===== src/rtl/inv_mod_2381_pkg.sv =====
// rtl/inv_mod_2381_pkg.sv - constants and state type for the GF(2381) inverse engine
package inv_mod_2381_pkg;

    localparam int             W   = 12;
    localparam int             PW  = 23;
    localparam logic [W-1:0]   Q   = 12'd2381;
    localparam logic [W-1:0]   EXP = 12'b1001_0100_1011;
    localparam logic [12:0]    MU  = 13'd7046;

    typedef enum logic [1:0] {
        IDLE = 2'd0,
        SQR  = 2'd1,
        MUL  = 2'd2,
        DONE = 2'd3
    } state_t;

endpackage


===== src/rtl/inv_mod_2381_if.sv =====
// rtl/inv_mod_2381_if.sv - operand/result handshake bundle for the inverse engine
interface inv_mod_2381_if;
    import inv_mod_2381_pkg::*;

    logic         in_valid;
    logic         in_ready;
    logic [W-1:0] din_a;
    logic         out_valid;
    logic         out_ready;
    logic [W-1:0] dout_r;
    logic         dout_zero;

    modport master (
        output in_valid, din_a, out_ready,
        input  in_ready, out_valid, dout_r, dout_zero
    );

    modport slave (
        input  in_valid, din_a, out_ready,
        output in_ready, out_valid, dout_r, dout_zero
    );

endinterface


===== src/rtl/inv_mod_2381_mod_mul.sv =====
// rtl/inv_mod_2381_mod_mul.sv - combinational a*b mod 2381 with Barrett reduction
module mod_mul_2381
    import inv_mod_2381_pkg::*;
(
    input  logic [W-1:0] a_i,
    input  logic [W-1:0] b_i,
    output logic [W-1:0] r_o
);

    logic [PW-1:0] prod;
    logic [10:0]   prod_hi;
    logic [23:0]   t_mu;
    logic [W-1:0]  t_est;
    logic [PW-1:0] t_q;
    logic [PW-1:0] rem0;
    logic [PW-1:0] rem1;
    logic [PW-1:0] rem2;

    // Quotient estimate undershoots floor(p/Q) by at most 2, so two
    // conditional subtracts always land the remainder in [0, Q).
    always_comb begin
        prod    = PW'(a_i) * PW'(b_i);
        prod_hi = 11'(prod >> 12);
        t_mu    = 24'(prod_hi) * 24'(MU);
        t_est   = 12'(t_mu >> 12);
        t_q     = PW'(t_est) * PW'(Q);
        rem0    = prod - t_q;
        rem1    = (rem0 >= PW'(Q)) ? rem0 - PW'(Q) : rem0;
        rem2    = (rem1 >= PW'(Q)) ? rem1 - PW'(Q) : rem1;
        r_o     = 12'(rem2);
    end

endmodule


===== src/rtl/inv_mod_2381.sv =====
// rtl/inv_mod_2381.sv - Fermat modular inverse a^(Q-2) mod 2381, one multiply per cycle
module inv_mod_2381
    import inv_mod_2381_pkg::*;
(
    input  logic           clk,
    input  logic           rst_n,
    inv_mod_2381_if.slave  bus
);

    state_t       state_q, state_d;
    logic [W-1:0] base_q, base_d;
    logic [W-1:0] acc_q, acc_d;
    logic [3:0]   idx_q, idx_d;
    logic [W-1:0] dout_r_q, dout_r_d;
    logic         zero_q, zero_d;
    logic         ready_q;
    logic         valid_q;
    logic [W-1:0] din_fold;
    logic [W-1:0] mul_b;
    logic [W-1:0] mul_r;

    // Single shared multiplier: squares acc in SQR, multiplies by base in MUL.
    assign mul_b = (state_q == MUL) ? base_q : acc_q;

    mod_mul_2381 u_mul (
        .a_i (acc_q),
        .b_i (mul_b),
        .r_o (mul_r)
    );

    // 4095 < 2Q, so one conditional subtract fully reduces the raw operand.
    assign din_fold = (bus.din_a >= Q) ? bus.din_a - Q : bus.din_a;

    assign bus.in_ready  = ready_q;
    assign bus.out_valid = valid_q;
    assign bus.dout_r    = dout_r_q;
    assign bus.dout_zero = zero_q;

    // Next-state: MSB-first square-and-multiply over the fixed exponent Q-2.
    always_comb begin
        state_d  = state_q;
        base_d   = base_q;
        acc_d    = acc_q;
        idx_d    = idx_q;
        dout_r_d = dout_r_q;
        zero_d   = zero_q;
        case (state_q)
            IDLE: begin
                if (bus.in_valid && ready_q) begin
                    base_d  = din_fold;
                    acc_d   = 12'd1;
                    idx_d   = 4'd11;
                    state_d = SQR;
                end
            end
            SQR: begin
                acc_d = mul_r;
                if (EXP[idx_q]) begin
                    state_d = MUL;
                end else if (idx_q == 4'd0) begin
                    state_d = DONE;
                end else begin
                    idx_d = idx_q - 4'd1;
                end
            end
            MUL: begin
                acc_d = mul_r;
                if (idx_q == 4'd0) begin
                    state_d = DONE;
                end else begin
                    idx_d   = idx_q - 4'd1;
                    state_d = SQR;
                end
            end
            DONE: begin
                if (bus.out_ready) begin
                    state_d = IDLE;
                end
            end
            default: state_d = IDLE;
        endcase
        // Result is latched once on entry to DONE and held through backpressure.
        if (state_d == DONE && state_q != DONE) begin
            dout_r_d = mul_r;
            zero_d   = (base_q == '0);
        end
    end

    // State and output registers; ready/valid are registered so neither is
    // visible while reset is held or in the handshake cycle itself.
    always_ff @(posedge clk or negedge rst_n) begin
        if (!rst_n) begin
            state_q  <= IDLE;
            base_q   <= '0;
            acc_q    <= '0;
            idx_q    <= '0;
            dout_r_q <= '0;
            zero_q   <= 1'b0;
            ready_q  <= 1'b0;
            valid_q  <= 1'b0;
        end else begin
            state_q  <= state_d;
            base_q   <= base_d;
            acc_q    <= acc_d;
            idx_q    <= idx_d;
            dout_r_q <= dout_r_d;
            zero_q   <= zero_d;
            ready_q  <= (state_d == IDLE);
            valid_q  <= (state_d == DONE);
        end
    end

endmodule


===== src/flat_wrapper.sv =====
// flat-port wrapper written by rule: the top's interface ports become plain ports
module inv_mod_2381_flat import inv_mod_2381_pkg::*;
  (clk, rst_n, bus_in_valid, bus_din_a, bus_out_ready, bus_in_ready, bus_out_valid, bus_dout_r, bus_dout_zero);
  inv_mod_2381_if bus_i ();
  input  logic clk;
  input  logic rst_n;
  input wire logic [$bits(bus_i.in_valid)-1:0] bus_in_valid;
  input wire logic [$bits(bus_i.din_a)-1:0] bus_din_a;
  input wire logic [$bits(bus_i.out_ready)-1:0] bus_out_ready;
  output wire logic [$bits(bus_i.in_ready)-1:0] bus_in_ready;
  output wire logic [$bits(bus_i.out_valid)-1:0] bus_out_valid;
  output wire logic [$bits(bus_i.dout_r)-1:0] bus_dout_r;
  output wire logic [$bits(bus_i.dout_zero)-1:0] bus_dout_zero;
  assign bus_i.in_valid = bus_in_valid;
  assign bus_i.din_a = bus_din_a;
  assign bus_i.out_ready = bus_out_ready;
  assign bus_in_ready = bus_i.in_ready;
  assign bus_out_valid = bus_i.out_valid;
  assign bus_dout_r = bus_i.dout_r;
  assign bus_dout_zero = bus_i.dout_zero;
  inv_mod_2381 u_core (.clk(clk), .rst_n(rst_n), .bus(bus_i));
endmodule

===== config.mk =====
export PLATFORM = sky130hd
export DESIGN_NAME = inv_mod_2381_flat
export DESIGN_NICKNAME = d
export VERILOG_FILES = /design/src/rtl/inv_mod_2381_pkg.sv /design/src/rtl/inv_mod_2381_if.sv /design/src/rtl/inv_mod_2381_mod_mul.sv /design/src/rtl/inv_mod_2381.sv /design/src/flat_wrapper.sv
export SDC_FILE = /design/constraint.sdc
export NUM_CORES = 1
export LEC_CHECK = 0
export BUFFER_PORTS_ARGS = -buffer_cell sky130_fd_sc_hd__clkbuf_2
export CORE_MARGIN = 4
export CORE_UTILIZATION = 40
export DETAILED_ROUTE_END_ITERATION = 10
export GPL_TIMING_DRIVEN = 0
export PLACE_DENSITY = 0.64
export SYNTH_ARGS = -nofsm -noshare
export SYNTH_HDL_FRONTEND = slang
export SYNTH_SLANG_ARGS = --single-unit

===== constraint.sdc =====
create_clock -name clk -period 24.5 [get_ports clk]
set_clock_uncertainty 0.05 [all_clocks]
set_input_delay 2.45 -clock clk [delete_from_list [all_inputs] [get_ports clk]]
set_output_delay 2.45 -clock clk [all_outputs]
set_load 0.005 [all_outputs]

==> run summary <==
status: finished clean
final setup vio count: 0
Post-CTS Hold Fix Bufs: 0
max_slew headroom: 25.5%
final WL: 33000 microns
fin. max-slew vios: 0
mean post-synth cell area: 8.68 sq um
chip height: 196 microns
most frequent cells in the layout: inv_1, ha_1, fa_1
unrepaired setup endpoints after global routing: false
Core Rows: 68
post-synth cell types: 90
Main synth FF type: dfrtp_1
Startpoint Class: flip-flop
number of fill cells: 3452
drt pass-1 iters: 5
DRC viols: 0
# clock sinks: 45
Hold WS: 438 ps
cells after synthesis: 1626
Iteration-0 DRC Markers: 685
Clock transition at path regs: 60 ps
most used cell, CP: inv_1
Warnings, synthesis: 0
Final #Nets: 2082
GPL Wtd Cong: 0.902
Max Cap Viol: 0
crit path from: u_core.state_q[0]
initial antenna violation count: 0
worst slack, placed: 5390 ps
Final Hold Viols: 0
DIE WIDTH: 196 microns
compound-gate portion of the synthesized area: 14.2%
total CTS buffers: 5
Worst Path Required: 24680 ps
Vias: 11073
Global Route Usage Sum: 17.4%
clk_lat worst skew: 290 ps
Crit path largest cell delay: 640 ps
Post-DRT Antenna Nets: 0
HP Class: flip-flop to flip-flop
diode count: 0
xor and xnor area share after synthesis: 6.25%
GRT overflow: 0
number of gates resized after cts: 0
vias per cell: 5.23
core footprint: 0.0347 sq mm
htree depth: 2
Longest Clk Path Bufs: 2
Post-CTS Setup Bufs: 0
Die ar.: 0.0383 sq mm
fraction of the mapped netlist area in adder cells: 45.5%
mux cell area share after synthesis: 1.84%
Critical Path End Type: flip-flop
Worst EP arrival: 19500 ps
PortBufs: 30
Least-Margin Pin Slew: 1120 ps
Simple-Gate Fraction of Synth Area: 14.0%
Syn Nets: 2045
reg2reg start: u_core.state_q[0]
starting density of the core: 40.7%
most common cell after layout, fill and taps aside: inv_1
reg2reg setup slack: 5180 ps
first-pass GRT wire length: 56400 microns
CP max-delay cell: nor4_2
share of layout cells above drive strength 1: 6.85%
Clk Tree Root Cell: clkbuf_16
Area Growth Syn to Fin: 6.12%
FF+latch count, synth: 45
largest family of logic cells by synthesized area: adder cells
Mapped Area: 0.0141 sq mm
Synth async-reset ratio: 100%
drt wl/cell: 15.6 microns
min-delay src: u_core.bus.dout_r[2]
TNS Setup: 0 ps
Post-synth EDFFs: 0
Tmin final: 19320 ps
worst setup path category: flip-flop to flip-flop
sequential area share after synthesis: 7.98%
fin crit share: 78.9%
num ports: 31
vias in the first global route: 11358
largest net degree at the start of global routing: 46
f_max: 0.0518 GHz
HPWL after DPL: 28300 microns
CTS tree: done
Setup WS post-layout: 5180 ps
crit path max fanout: 10
==> synth_stat cells (3+ instances only) <==
cell | number | share of area [%]
nor2b_1 | 8 | 0.35
dfrtp_1 | 45 | 8.0
nor2_1 | 64 | 1.7
a211oi_1 | 9 | 0.48
nand3_1 | 19 | 0.67
a21oi_1 | 67 | 2.4
o21a_1 | 11 | 0.59
o22ai_1 | 5 | 0.22
nor3b_1 | 4 | 0.21
ha_1 | 220 | 20
fa_1 | 183 | 26
o31ai_1 | 3 | 0.16
buf_2 | 9 | 0.32
o21bai_1 | 11 | 0.59
or3_1 | 5 | 0.22
a21boi_0 | 5 | 0.27
a22o_1 | 3 | 0.19
buf_4 | 5 | 0.27
o21ai_1 | 7 | 0.25
mux2i_1 | 6 | 0.43
o211ai_1 | 10 | 0.53
and2_1 | 62 | 2.7
a211oi_2 | 5 | 0.44
nor4_1 | 6 | 0.27
xor2_1 | 32 | 2.0
nor4_2 | 3 | 0.27
a31oi_1 | 8 | 0.35
and4_1 | 3 | 0.19
clkbuf_1 | 32 | 0.85
inv_1 | 322 | 8.6
o21ai_2 | 3 | 0.19
a221o_1 | 3 | 0.21
or2_2 | 5 | 0.22
nand2b_1 | 9 | 0.40
nand4_1 | 10 | 0.44
nand2_1 | 154 | 4.1
and3_1 | 12 | 0.53
a22oi_1 | 3 | 0.16
mux2_2 | 15 | 1.2
xnor2_1 | 58 | 3.6
nor3_1 | 17 | 0.60
a21o_1 | 26 | 1.4
o21ai_0 | 75 | 2.7
==> cells by family after synthesis <==
logic type      Yosys count
xor+xnor                 94
flops                    45
simple gates            396
compound gates          293
mux                      23
fa+ha+maj               403
buf+inv                 372
==> path summary, 6_finish.rpt <==
kind / endpoint / depth (start not counted)
max in group asynchronous: u_core.acc_q[8] / 1
min: u_core.bus.dout_r[2] / 2
max reg2reg: u_core.bus.dout_r[10] / 74
min in group asynchronous: u_core.idx_q[1] / 1
max: u_core.bus.dout_r[10] / 74
min reg2reg: u_core.bus.dout_r[2] / 2
==> metal layers <==
layer	up-vias	global-route usage (%)	share of wire, %
li1	5374	-	-
met1	5411	25.1	47
met2	248	29.6	47
met3	40	1.06	3.9
met4	0	2.66	1.5
met5	-	0	0
==> stage by stage <==
step	cells	util, %	cell area (sq um)
6_report	2119	43.1	15000
5_1_grt	2119	43.1	15000
4_1_cts	2119	43.1	15000
3_5_place_dp	2111	42.7	14800
3_3_place_gp	2111	42.7	14800
2_1_floorplan	1626	-	14100
==> area by class of cell <==
class	instances	area, sq um	share of cell area (%)
tap	455	569	3.80
multi-input combinational	1209	11500	77.1
sequential	45	1130	7.52
clock buffer	6	129	0.861
inverter	323	1210	8.10
clock inverter	2	15.0	0.100
buffer	49	230	1.54
timing repair buffer	30	150	1.00
==> state kept, by name, summed over array words and instances (netlist names) <==
signal / count
u_core.acc_q: 12
u_core.base_q: 12
u_core.bus.dout_r: 12
u_core.idx_q: 4
u_core.state_q: 2
u_core.bus.dout_zero: 1
u_core.bus.in_ready: 1
u_core.bus.out_valid: 1
==> worst max-delay path: cells and delay by family, from the launching register on <==
family                   cells  cell delay [ps]
flip-flops                   1              420
XOR/XNOR                     5             1550
AO/OA/AOI/OAI               22             4490
multiplexers                 2              630
buffers and inverters       17             2200
adder cells (fa/ha/maj)     19             7630
AND/OR/NAND/NOR              9             2240
Power is left out: the tool's default activity adds up to more than one toggle a clock period on the data nets, which glitch-free logic cannot reach.
